$ cat src/rtl/uart_rx.sv
// uart_rx: 8N1 asynchronous serial receiver, LSB first, idle-high line.
// The line is double-synchronized, the start bit is re-checked at mid-bit,
// and each data/stop bit is sampled at mid-period. The received byte is
// handed to the consumer through a rdy/clr_rdy handshake with framing and
// overrun flags. BAUD_DIV must be at least 16 and fit the 12-bit counter.
`timescale 1ns/1ps

module uart_rx #(
  parameter int BAUD_DIV = 2604
) (
  input  logic       clk,
  input  logic       rst_n,
  input  logic       RX,
  input  logic       clr_rdy,
  output logic [7:0] rx_data,
  output logic       rdy,
  output logic       frm_err,
  output logic       ovr_err
);

  // Half a bit period lands the start-bit check in the middle of the bit;
  // a full period minus one spaces successive samples exactly BAUD_DIV apart
  // because the sample itself consumes the zero-count cycle.
  localparam logic [11:0] HALF_CNT   = 12'(BAUD_DIV / 2);
  localparam logic [11:0] RELOAD_CNT = 12'(BAUD_DIV - 1);

  typedef enum logic [1:0] {
    IDLE,
    START,
    DATA
  } state_t;

  state_t      state;
  logic        s1;
  logic        s2;
  logic        s3;
  logic [11:0] baud_cnt;
  logic [3:0]  bit_cnt;
  logic [8:0]  shift_reg;
  logic [8:0]  shift_next;
  logic        fall_edge;
  logic        frame_done;

  // Synchronizer and edge-detect flops, preset high so reset never looks like a start edge.
  always_ff @(posedge clk or negedge rst_n) begin
    if (!rst_n) begin
      s1 <= 1'b1;
      s2 <= 1'b1;
      s3 <= 1'b1;
    end else begin
      s1 <= RX;
      s2 <= s1;
      s3 <= s2;
    end
  end

  assign fall_edge  = s3 & ~s2;
  assign shift_next = {s2, shift_reg[8:1]};
  assign frame_done = (state == DATA) && (baud_cnt == 12'd0) && (bit_cnt == 4'd8);

  // Receive FSM with counters, shift register and registered handshake outputs.
  always_ff @(posedge clk or negedge rst_n) begin
    if (!rst_n) begin
      state     <= IDLE;
      baud_cnt  <= 12'd0;
      bit_cnt   <= 4'd0;
      shift_reg <= 9'd0;
      rx_data   <= 8'h00;
      rdy       <= 1'b0;
      frm_err   <= 1'b0;
      ovr_err   <= 1'b0;
    end else begin
      case (state)
        IDLE: begin
          if (fall_edge) begin
            baud_cnt <= HALF_CNT;
            bit_cnt  <= 4'd0;
            state    <= START;
          end
        end
        START: begin
          if (baud_cnt != 12'd0) begin
            baud_cnt <= baud_cnt - 12'd1;
          end else if (s2) begin
            state <= IDLE;
          end else begin
            baud_cnt <= RELOAD_CNT;
            state    <= DATA;
          end
        end
        DATA: begin
          if (baud_cnt != 12'd0) begin
            baud_cnt <= baud_cnt - 12'd1;
          end else begin
            shift_reg <= shift_next;
            bit_cnt   <= bit_cnt + 4'd1;
            baud_cnt  <= RELOAD_CNT;
            if (bit_cnt == 4'd8) begin
              state <= IDLE;
            end
          end
        end
        default: begin
          state <= IDLE;
        end
      endcase

      // A completing frame takes priority over an acknowledge in the same cycle;
      // overrun is only flagged if the previous byte was still unacknowledged.
      if (frame_done) begin
        rx_data <= shift_next[7:0];
        frm_err <= ~shift_next[8];
        rdy     <= 1'b1;
        ovr_err <= rdy & ~clr_rdy;
      end else if (clr_rdy) begin
        rdy     <= 1'b0;
        frm_err <= 1'b0;
        ovr_err <= 1'b0;
      end
    end
  end

endmodule

$ cat config.mk
export PLATFORM = sky130hd
export DESIGN_NAME = uart_rx
export DESIGN_NICKNAME = d
export VERILOG_FILES = /design/src/rtl/uart_rx.sv
export SDC_FILE = /design/constraint.sdc
export NUM_CORES = 1
export LEC_CHECK = 0
export ABC_AREA = 1
export CAP_MARGIN = 15
export CORE_MARGIN = 5
export CORE_UTILIZATION = 45
export CTS_CLUSTER_DIAMETER = 80
export DETAILED_ROUTE_END_ITERATION = 8
export MAX_ROUTING_LAYER = met4
export SLEW_MARGIN = 40
export SYNTH_ARGS = -nofsm -noshare
export SYNTH_HDL_FRONTEND = slang
export SYNTH_SLANG_ARGS = --single-unit
$ cat constraint.sdc
create_clock -name clk -period 1.9 [get_ports clk]
set_clock_uncertainty 0.15 [all_clocks]
set_input_delay 0.38 -clock clk [delete_from_list [all_inputs] [get_ports clk]]
set_output_delay 0.38 -clock clk [all_outputs]
set_load 0.03 [all_outputs]
==> results of run 1 <==
==> worst max-delay path by stage <==
| stage | from | slack (ps) | cells past startpoint | to |
|---|---|---|---|---|
| after floorplan | state[0] | 220 | 7 | baud_cnt[6] |
| after global placement | baud_cnt[0] | 60 | 10 | frm_err |
| after detailed placement | state[0] | 50 | 7 | baud_cnt[5] |
| after CTS | ovr_err | 20 | 1 | ovr_err |
| after global routing | rx_data[1] | 2 | 1 | rx_data[1] |
| final | rx_data[6] | 60 | 1 | rx_data[6] |
==> per-layer routing <==
layer  vias up  wire length, um
met5         -                0
met4         0               61
met3         6              193
met2        30             1880
met1       742             1910
li1        830                -
==> power by group <==
part	total, W	switching [W]	leakage [nW]	internal, W
clock network	0.000808	0.000291	0.0642	0.000517
registers	0.00114	0.000142	0.531	0.000999
logic	0.00157	0.00101	0.605	0.000553
==> cell usage in the layout (no fill, tap or decap), types with 6 or more instances in the layout <==
cell / n
nand2_1: 70
buf_4: 9
clkdlybuf4s50_1: 11
nor2_1: 17
nand3_1: 13
o21ai_1: 21
dfrtp_1: 37
inv_1: 27
ha_1: 6
o21ai_0: 10
==> per-stage QoR <==
| step | power, W | setup WS [ps] | utilization (%) | area [um2] |
|---|---|---|---|---|
| after floorplan | 0.00222 | 221 | - | 2050 |
| after global placement | 0.00252 | 56.3 | 51.7 | 2270 |
| after detailed placement | 0.00253 | 47.7 | 51.7 | 2270 |
| after CTS | 0.00335 | 16.6 | 54.7 | 2400 |
| after global routing | 0.00379 | 1.96 | 56.5 | 2480 |
| final | 0.00351 | 56.8 | 56.5 | 2480 |
==> cells by family after synthesis <==
family | count (synthesis) | synth area share, %
AND/OR/NAND/NOR | 119 | 26.2
buffers and inverters | 34 | 7.25
XOR/XNOR | 5 | 2.13
AO/OA/AOI/OAI | 40 | 11.3
flip-flops | 40 | 48.9
adder cells (fa/ha/maj) | 7 | 4.26
==> cell type report <==
| class | instances | area [um2] |
|---|---|---|
| Multi-Input combinational cell | 173 | 963 |
| Inverter | 29 | 109 |
| Timing Repair Buffer | 23 | 208 |
| Fill cell | 385 | 1910 |
| Clock inverter | 2 | 60.1 |
| Clock buffer | 5 | 68.8 |
| Tap cell | 52 | 65.1 |
| Sequential cell | 40 | 1000 |
==> repair_timing <==
item                                    4_1_cts  5_1_grt
endpoints found under the setup margin        2       29
resized for setup                             1       12
pin swaps                                     0        3
gates cloned                                  0        2
setup buffers                                 0        2
==> impl_metrics.json, run 1 <==
{
  "firstDrtPassIters": 4,
  "cts-htree-levels": 2,
  "insertion_delay_ps": 290,
  "grt_pass1_vias": 1430,
  "irDropWorstVdd_uv": 896,
  "syn_area_um2": 2050,
  "leakagePower_nw": 1.20,
  "whs_ps": -13.4,
  "busiest_layer": "met2",
  "r2r_end": "baud_cnt[3]",
  "viasPerCell": 4.96,
  "drc": 0,
  "clk_pin_slew_ps": 70,
  "path_buf_inv": 1,
  "ys.warnings.count": 0,
  "dieArea_um2": 6020,
  "syn_area_per_cell_um2": 8.39,
  "violations": "hold timing",
  "status": "finished with violations",
  "io_buffers": 14,
  "cp.arrival_ps": 1310,
  "synthTopCellsByArea": "dfrtp_1 45%, nand2_1 13%, inv_1 5.1%",
  "grt_use_met2_pct": 20.7,
  "core_area_um2": 4380,
  "crit_family": "buffers and inverters",
  "worst_slew_pin_slew_ps": 503,
  "finalWirelength_um": 4040,
  "clock-sinks": 40,
  "die_h_um": 77.6,
  "cts_tree": "yes",
  "seq_area_frac_synth_pct": 48.9,
  "fin_setup_tns_ps": 0,
  "async_flop_share_pct": 100,
  "slew_headroom_pct": 66.5,
  "cts_buffers": 5,
  "boundaryPins": 15,
  "path_cells": "clkdlybuf4s50_1",
  "gr-usage-met1_pct": 17.6,
  "cp_max_fo": 2,
  "drt_iter0_markers": 87,
  "cp.required_ps": 1370,
  "synth.distinct_cells": 28,
  "grt_use_total_pct": 14.0,
  "met3_usage_pct": 5.21,
  "place_hpwl_um": 2660,
  "yosysTopAreaCell": "dfrtp_1",
  "grt_overflow": 0,
  "cts_root_buffer": "clkbuf_8",
  "ys.flop_type": "dfrtp_1",
  "fin_crit_ps": 1840,
  "postCtsHoldBufs": 0,
  "synthCells": 245,
  "rsz0062_at_grt": "no",
  "std_cell_rows": 24,
  "largest_register_ffs": 12,
  "die_w_um": 77.6,
  "synth_top_area_share_pct": 45.1,
  "slowest_delay_ps": 670,
  "nNetsFinal": 283,
  "syn-num-nets": 256,
  "critPathCaptureType": "output port",
  "post_drt_wl_per_cell_um": 12.5,
  "drive_above_1_share_pct": 16.9,
  "postRouteAntennaNets": 0,
  "grt_pass1_wl_um": 6570,
  "grt_max_degree": 41,
  "min_path_type": "in2async",
  "slowest_stage": "clkdlybuf4s50_1",
  "period_share_pct": 97.0,
  "finalMaxSlewViolations": 0,
  "syn_to_final_growth_pct": 20.6,
  "setup_viol": 0,
  "synthTopCellsByCount": "70 x nand2_1, 37 x dfrtp_1, 28 x inv_1, 21 x o21ai_1, 19 x nor2_1",
  "hold_viol_final": 26,
  "antenna_found_initial": 0,
  "cellPowerDensity_nw_per_um2": 1420,
  "place.gp.congestion": 0.805,
  "path_class": "reg2out",
  "vias": 1608,
  "n_antenna_cell": 0,
  "crit-reg2reg-launch": "state[1]",
  "clock_path_buffers": 2,
  "start_kind": "register",
  "finalNonFillerCells": 324,
  "ff2ff_setup_slack_ps": 110,
  "cap_viol_max_count": 0,
  "ys_seq_elements": 40,
  "start_util_pct": 46.9,
  "fmax_mhz": 543,
  "dp.cells": 313,
  "reg2reg_depth": 8,
  "synth_edf_count": 0,
  "yosysMostFrequentCell": "nand2_1"
}
Power figures use the tool's default switching activity.
==> run 2: changes to the inputs <==
GPL_TIMING_DRIVEN = 0   (was default)
SETUP_SLACK_MARGIN = 0.3   (was default)
SKIP_LAST_GASP = 1   (was default)
==> impl_metrics.json, run 2 (same netlist as run 1, synthesis figures left out) <==
{
  "cts-htree-levels": 2,
  "insertion_delay_ps": 290,
  "finalPower_w": 0.00405,
  "multi_input_area_um2": 1110,
  "n_fill_cell": 369,
  "min_path_type": "reg2reg",
  "cts_root_buffer": "clkbuf_8",
  "core_area_um2": 4380,
  "grt_overflow": 0,
  "final_util_pct": 63.4,
  "setup_viol": 0,
  "n_antenna_cell": 0,
  "drt_iter0_markers": 107,
  "slew_headroom_pct": 66.2,
  "power_frac_clock_pct": 13.5,
  "mostFrequentLayoutCell": "nand2_1",
  "cp.arrival_ps": 1770,
  "io_buffers": 14,
  "clk_pin_slew_ps": 80,
  "grt_use_total_pct": 16.8,
  "p_sw_w": 0.00176,
  "drc": 0,
  "place.gp.congestion": 0.796,
  "grt_max_degree": 41,
  "cts_tree": "yes",
  "dp.cells": 311,
  "swShare_pct": 43.3,
  "dieArea_um2": 6020,
  "boundaryPins": 15,
  "start_kind": "register",
  "worst_slew_pin_slew_ps": 508,
  "sequentialPowerShare_pct": 28.5,
  "rsz0062_at_grt": "yes",
  "status": "finished, final reports clean",
  "post_drt_wl_per_cell_um": 13.4,
  "fmax_mhz": 576,
  "cts_buffers": 5,
  "path_class": "reg2reg",
  "irDropWorstVdd_uv": 791,
  "cp_max_fo": 6,
  "cp.required_ps": 1940,
  "std_cell_rows": 24,
  "grt_pass1_vias": 1650,
  "largest_register_ffs": 12,
  "finalMaxSlewViolations": 0,
  "finalWirelength_um": 4550,
  "critPathCaptureType": "register",
  "grt_pass1_wl_um": 7890,
  "postRouteAntennaNets": 0,
  "ff_latch_area_um2": 1010,
  "clock-sinks": 40,
  "clock_path_buffers": 2,
  "setup_ws_ps": 165,
  "nNetsFinal": 300,
  "viasPerCell": 4.92,
  "die_w_um": 77.6,
  "firstDrtPassIters": 4,
  "preCtsSetupSlack_ps": 104,
  "vias": 1678,
  "final_cell_mix": "62 x nand2_1, 35 x dfrtp_1, 18 x inv_1, 16 x o21ai_1, 16 x buf_4",
  "fin_crit_ps": 1730,
  "leakagePower_nw": 1.28,
  "drive_above_1_share_pct": 33.2,
  "die_h_um": 77.6,
  "start_util_pct": 46.9,
  "combPwrFrac_pct": 58.1,
  "p_int_w": 0.00230,
  "syn_to_final_growth_pct": 35.3,
  "cellPowerDensity_nw_per_um2": 1460,
  "cap_viol_max_count": 0,
  "antenna_found_initial": 0,
  "finalNonFillerCells": 341,
  "place_hpwl_um": 2750,
  "hold_viol_final": 0,
  "fin_setup_tns_ps": 0,
  "period_share_pct": 91.3
}
[run 2: cell types whose count changed in the layout (fill, tap and decap cells not counted), moves of 4 or more]
cell	previous run	this run
buf_4	9	16
buf_6	0	7
clkbuf_2	0	4
clkdlybuf4s15_1	0	7
clkdlybuf4s50_1	11	2
ha_4	0	4
inv_1	27	18
inv_2	2	8
nand2_1	70	62
nand2_2	4	9
o21ai_1	21	16
o21ai_2	0	5
[run 2: worst paths after layout]
check / to / start / cells after the start / slack, ps
min in group asynchronous: baud_cnt[10] / rst_n / 2 / 440
max in group asynchronous: s2 / rst_n / 2 / 770
hold / removal: s2 / s1 / 0 / 210
setup / recovery: state[0] / baud_cnt[4] / 10 / 170
hold reg to reg: s2 / s1 / 0 / 210
setup reg to reg: state[0] / baud_cnt[4] / 10 / 170
[run 2: layout make-up]
cell class | count | share of cell area, %
inverter | 29 | 4.19
clock buffer | 5 | 2.48
timing repair buffer | 36 | 12.2
clock inverter | 2 | 0.450
buffer | 5 | 2.16
multi-input combinational | 172 | 39.9
tap | 52 | 2.34
sequential | 40 | 36.2
[run 2: power by group through the flow]
stage | clock network [W] | logic, W | registers [W]
floorplan | 0 | 0.00111 | 0.00113
global placement | 0 | 0.00135 | 0.00116
detailed placement | 0 | 0.00137 | 0.00116
CTS | 0.000573 | 0.00211 | 0.00114
global route | 0.000621 | 0.00257 | 0.00118
finish | 0.000545 | 0.00235 | 0.00115
[run 2: worst max-delay path, cell delays in order, from the launching register on]
cell and delay, ps:
dfrtp_1 430, nor2_4 150, nand2_4 100, nor2_4 100, nand2_2 80, buf_8 150
buf_6 110, a21oi_4 160, nand2_2 80, nand2_1 80, nand2_1 50
[run 2: repair_timing]
| item | CTS | global route |
|---|---|---|
| hold buffers | 1 | 0 |
| gates resized for setup | 53 | 38 |
| endpoints found under the hold margin | 37 | 0 |
| endpoints found under the setup margin | 47 | 47 |
| pin swaps | 11 | 12 |
| gates cloned | 2 | 0 |
| buffers inserted | 14 | 6 |
[run 2: per-layer routing]
layer / vias up / routed length (um) / global-route usage, %
met5: - / 0 / -
met1: 783 / 2180 / 22.3
met4: 0 / 66 / 4.47
met2: 24 / 2150 / 25.9
met3: 9 / 152 / 3.94
li1: 862 / - / -
[run 2: through the flow]
stage | instance area, um2 | hold WS [ps]
after floorplan | 2060 | -65.6
after global placement | 2270 | 196
after detailed placement | 2260 | 203
after CTS | 2680 | 214
after global routing | 2780 | 218
final | 2780 | 214
==> run 3: changes to the inputs <==
CORE_ASPECT_RATIO = 0.7   (was default)
CORE_UTILIZATION = 55   (was 45)
PLACE_DENSITY = 0.76   (was default)
==> impl_metrics.json, run 3 (same netlist as run 1, synthesis figures left out) <==
{
  "mostFrequentLayoutCell": "nand2_1",
  "grt_overflow": 0,
  "grt_use_total_pct": 20.2,
  "viasPerCell": 5.20,
  "vias": 1762,
  "place.gp.congestion": 0.813,
  "setup_viol": 0,
  "syn_to_final_growth_pct": 34.7,
  "finalWirelength_um": 5260,
  "cp.arrival_ps": 1860,
  "clock-sinks": 40,
  "fin_crit_ps": 1780,
  "hold_viol_final": 0,
  "drive_above_1_share_pct": 30.8,
  "cts-htree-levels": 2,
  "clk_pin_slew_ps": 70,
  "period_share_pct": 93.9,
  "min_from": "s1",
  "antenna_found_initial": 0,
  "die_w_um": 83.1,
  "place_hpwl_um": 2810,
  "final_cell_mix": "64 x nand2_1, 36 x dfrtp_1, 20 x inv_1, 17 x buf_4",
  "start_kind": "register",
  "drt_iter0_markers": 153,
  "cp_max_fo": 6,
  "core_area_um2": 3560,
  "cap_viol_max_count": 0,
  "die_h_um": 61.1,
  "fmax_mhz": 560,
  "ff2ff_setup_slack_ps": 120,
  "cts_root_buffer": "clkbuf_8",
  "reg2reg_depth": 10,
  "status": "finished, final reports clean",
  "worst_slew_pin_slew_ps": 505,
  "irDropWorstVdd_uv": 1030,
  "drc": 0,
  "grt_max_degree": 41,
  "design_area_um2": 2770,
  "ff_latch_area_um2": 1010,
  "holdPathStages": 0,
  "post_drt_wl_per_cell_um": 15.5,
  "dieArea_um2": 5080,
  "n_fill_cell": 237,
  "cts_buffers": 5,
  "nNetsFinal": 299,
  "cts_tree": "yes",
  "cp.required_ps": 1970,
  "multi_input_area_um2": 1120,
  "postRouteAntennaNets": 0,
  "placed_cell_area_um2": 2260,
  "boundaryPins": 15,
  "critPathCaptureType": "register",
  "slew_headroom_pct": 66.3,
  "io_buffers": 14,
  "leakagePower_nw": 1.29,
  "crit-reg2reg-launch": "baud_cnt[0]",
  "path_class": "reg2reg",
  "firstDrtPassIters": 4,
  "finalMaxSlewViolations": 0,
  "largest_register_ffs": 12,
  "cellPowerDensity_nw_per_um2": 1510,
  "clock_path_buffers": 2,
  "r2r_end": "state[0]",
  "grt_pass1_wl_um": 7720,
  "min_path_type": "reg2reg",
  "min_to": "s2",
  "grt_pass1_vias": 1634,
  "std_cell_rows": 18,
  "insertion_delay_ps": 290,
  "start_util_pct": 57.7,
  "n_antenna_cell": 0,
  "rsz0062_at_grt": "yes",
  "fin_setup_tns_ps": 0
}
## run 3: changes by cell type in the layout (fill, tap and decap cells not counted), sizes merged
cell,before,now
clkdlybuf4s15,7,9
clkbuf,10,7
buf,26,25
a21oi,7,8
bufinv,0,1
## run 3: critical path: stages, from the launching register on
cell	delay, ps
dfrtp_1	390
inv_2	100
ha_4	140
nand2_2	50
nor2_2	120
nand2_2	110
buf_8	160
a21oi_4	210
buf_4	150
nand3_1	60
nand2_1	70
## run 3: timing repair
item,4_1_cts,5_1_grt
gates resized for setup,43,40
setup endpoints to repair,48,48
pin swaps,12,9
buffers inserted,11,8
hold endpoints to repair,37,0
cloned,2,0
hold buffers,1,0
## run 3: how the worst max path moves through the flow
stage | start | end | slack [ps] | cells past startpoint
2_1_floorplan | baud_cnt[0] | bit_cnt[2] | 300 | 10
4_1_cts | baud_cnt[0] | bit_cnt[2] | 210 | 10
3_3_place_gp | rst_n | ovr_err | -660 | 1
6_report | baud_cnt[0] | state[0] | 120 | 10
5_1_grt | baud_cnt[0] | bit_cnt[2] | 20 | 10
3_5_place_dp | baud_cnt[0] | bit_cnt[2] | 100 | 10
## run 3: area by class of cell
class,count,area share (%)
clock inverters,3,1.54
multi-input cells,173,40.3
repair buffers,34,10.5
clock buffers,5,2.49
plain buffers,5,2.17
flip-flops and latches,40,36.4
inverters,29,4.30
well taps,50,2.26
## run 3: per-layer routing
metal | global-route usage [%] | share of wire [%]
met5 | - | 0
met3 | 4.81 | 4.0
met2 | 32.6 | 47
met4 | 4.90 | 2.3
met1 | 26.4 | 47
## run 3: stage by stage
| step | setup slack (ps) | power, W | util (%) | hold WS (ps) | cells |
|---|---|---|---|---|---|
| after CTS | 207 | 0.00357 | 72.6 | 212 | 331 |
| after global routing | 17.5 | 0.00442 | 77.7 | 215 | 339 |
| after detailed placement | 105 | 0.00252 | 63.6 | 201 | 309 |
| after floorplan | 304 | 0.00224 | - | -65.6 | 245 |
| after global placement | -658 | 0.00249 | 63.6 | 196 | 309 |
| final | 115 | 0.00417 | 77.7 | 211 | 339 |
## run 3: report_power, final
| group | switching, W | internal (W) | leakage (nW) |
|---|---|---|---|
| sequential | 0.000150 | 0.00100 | 0.530 |
| combinational | 0.00139 | 0.000944 | 0.702 |
| clock | 0.000297 | 0.000388 | 0.0541 |
| total | 0.00184 | 0.00233 | 1.29 |
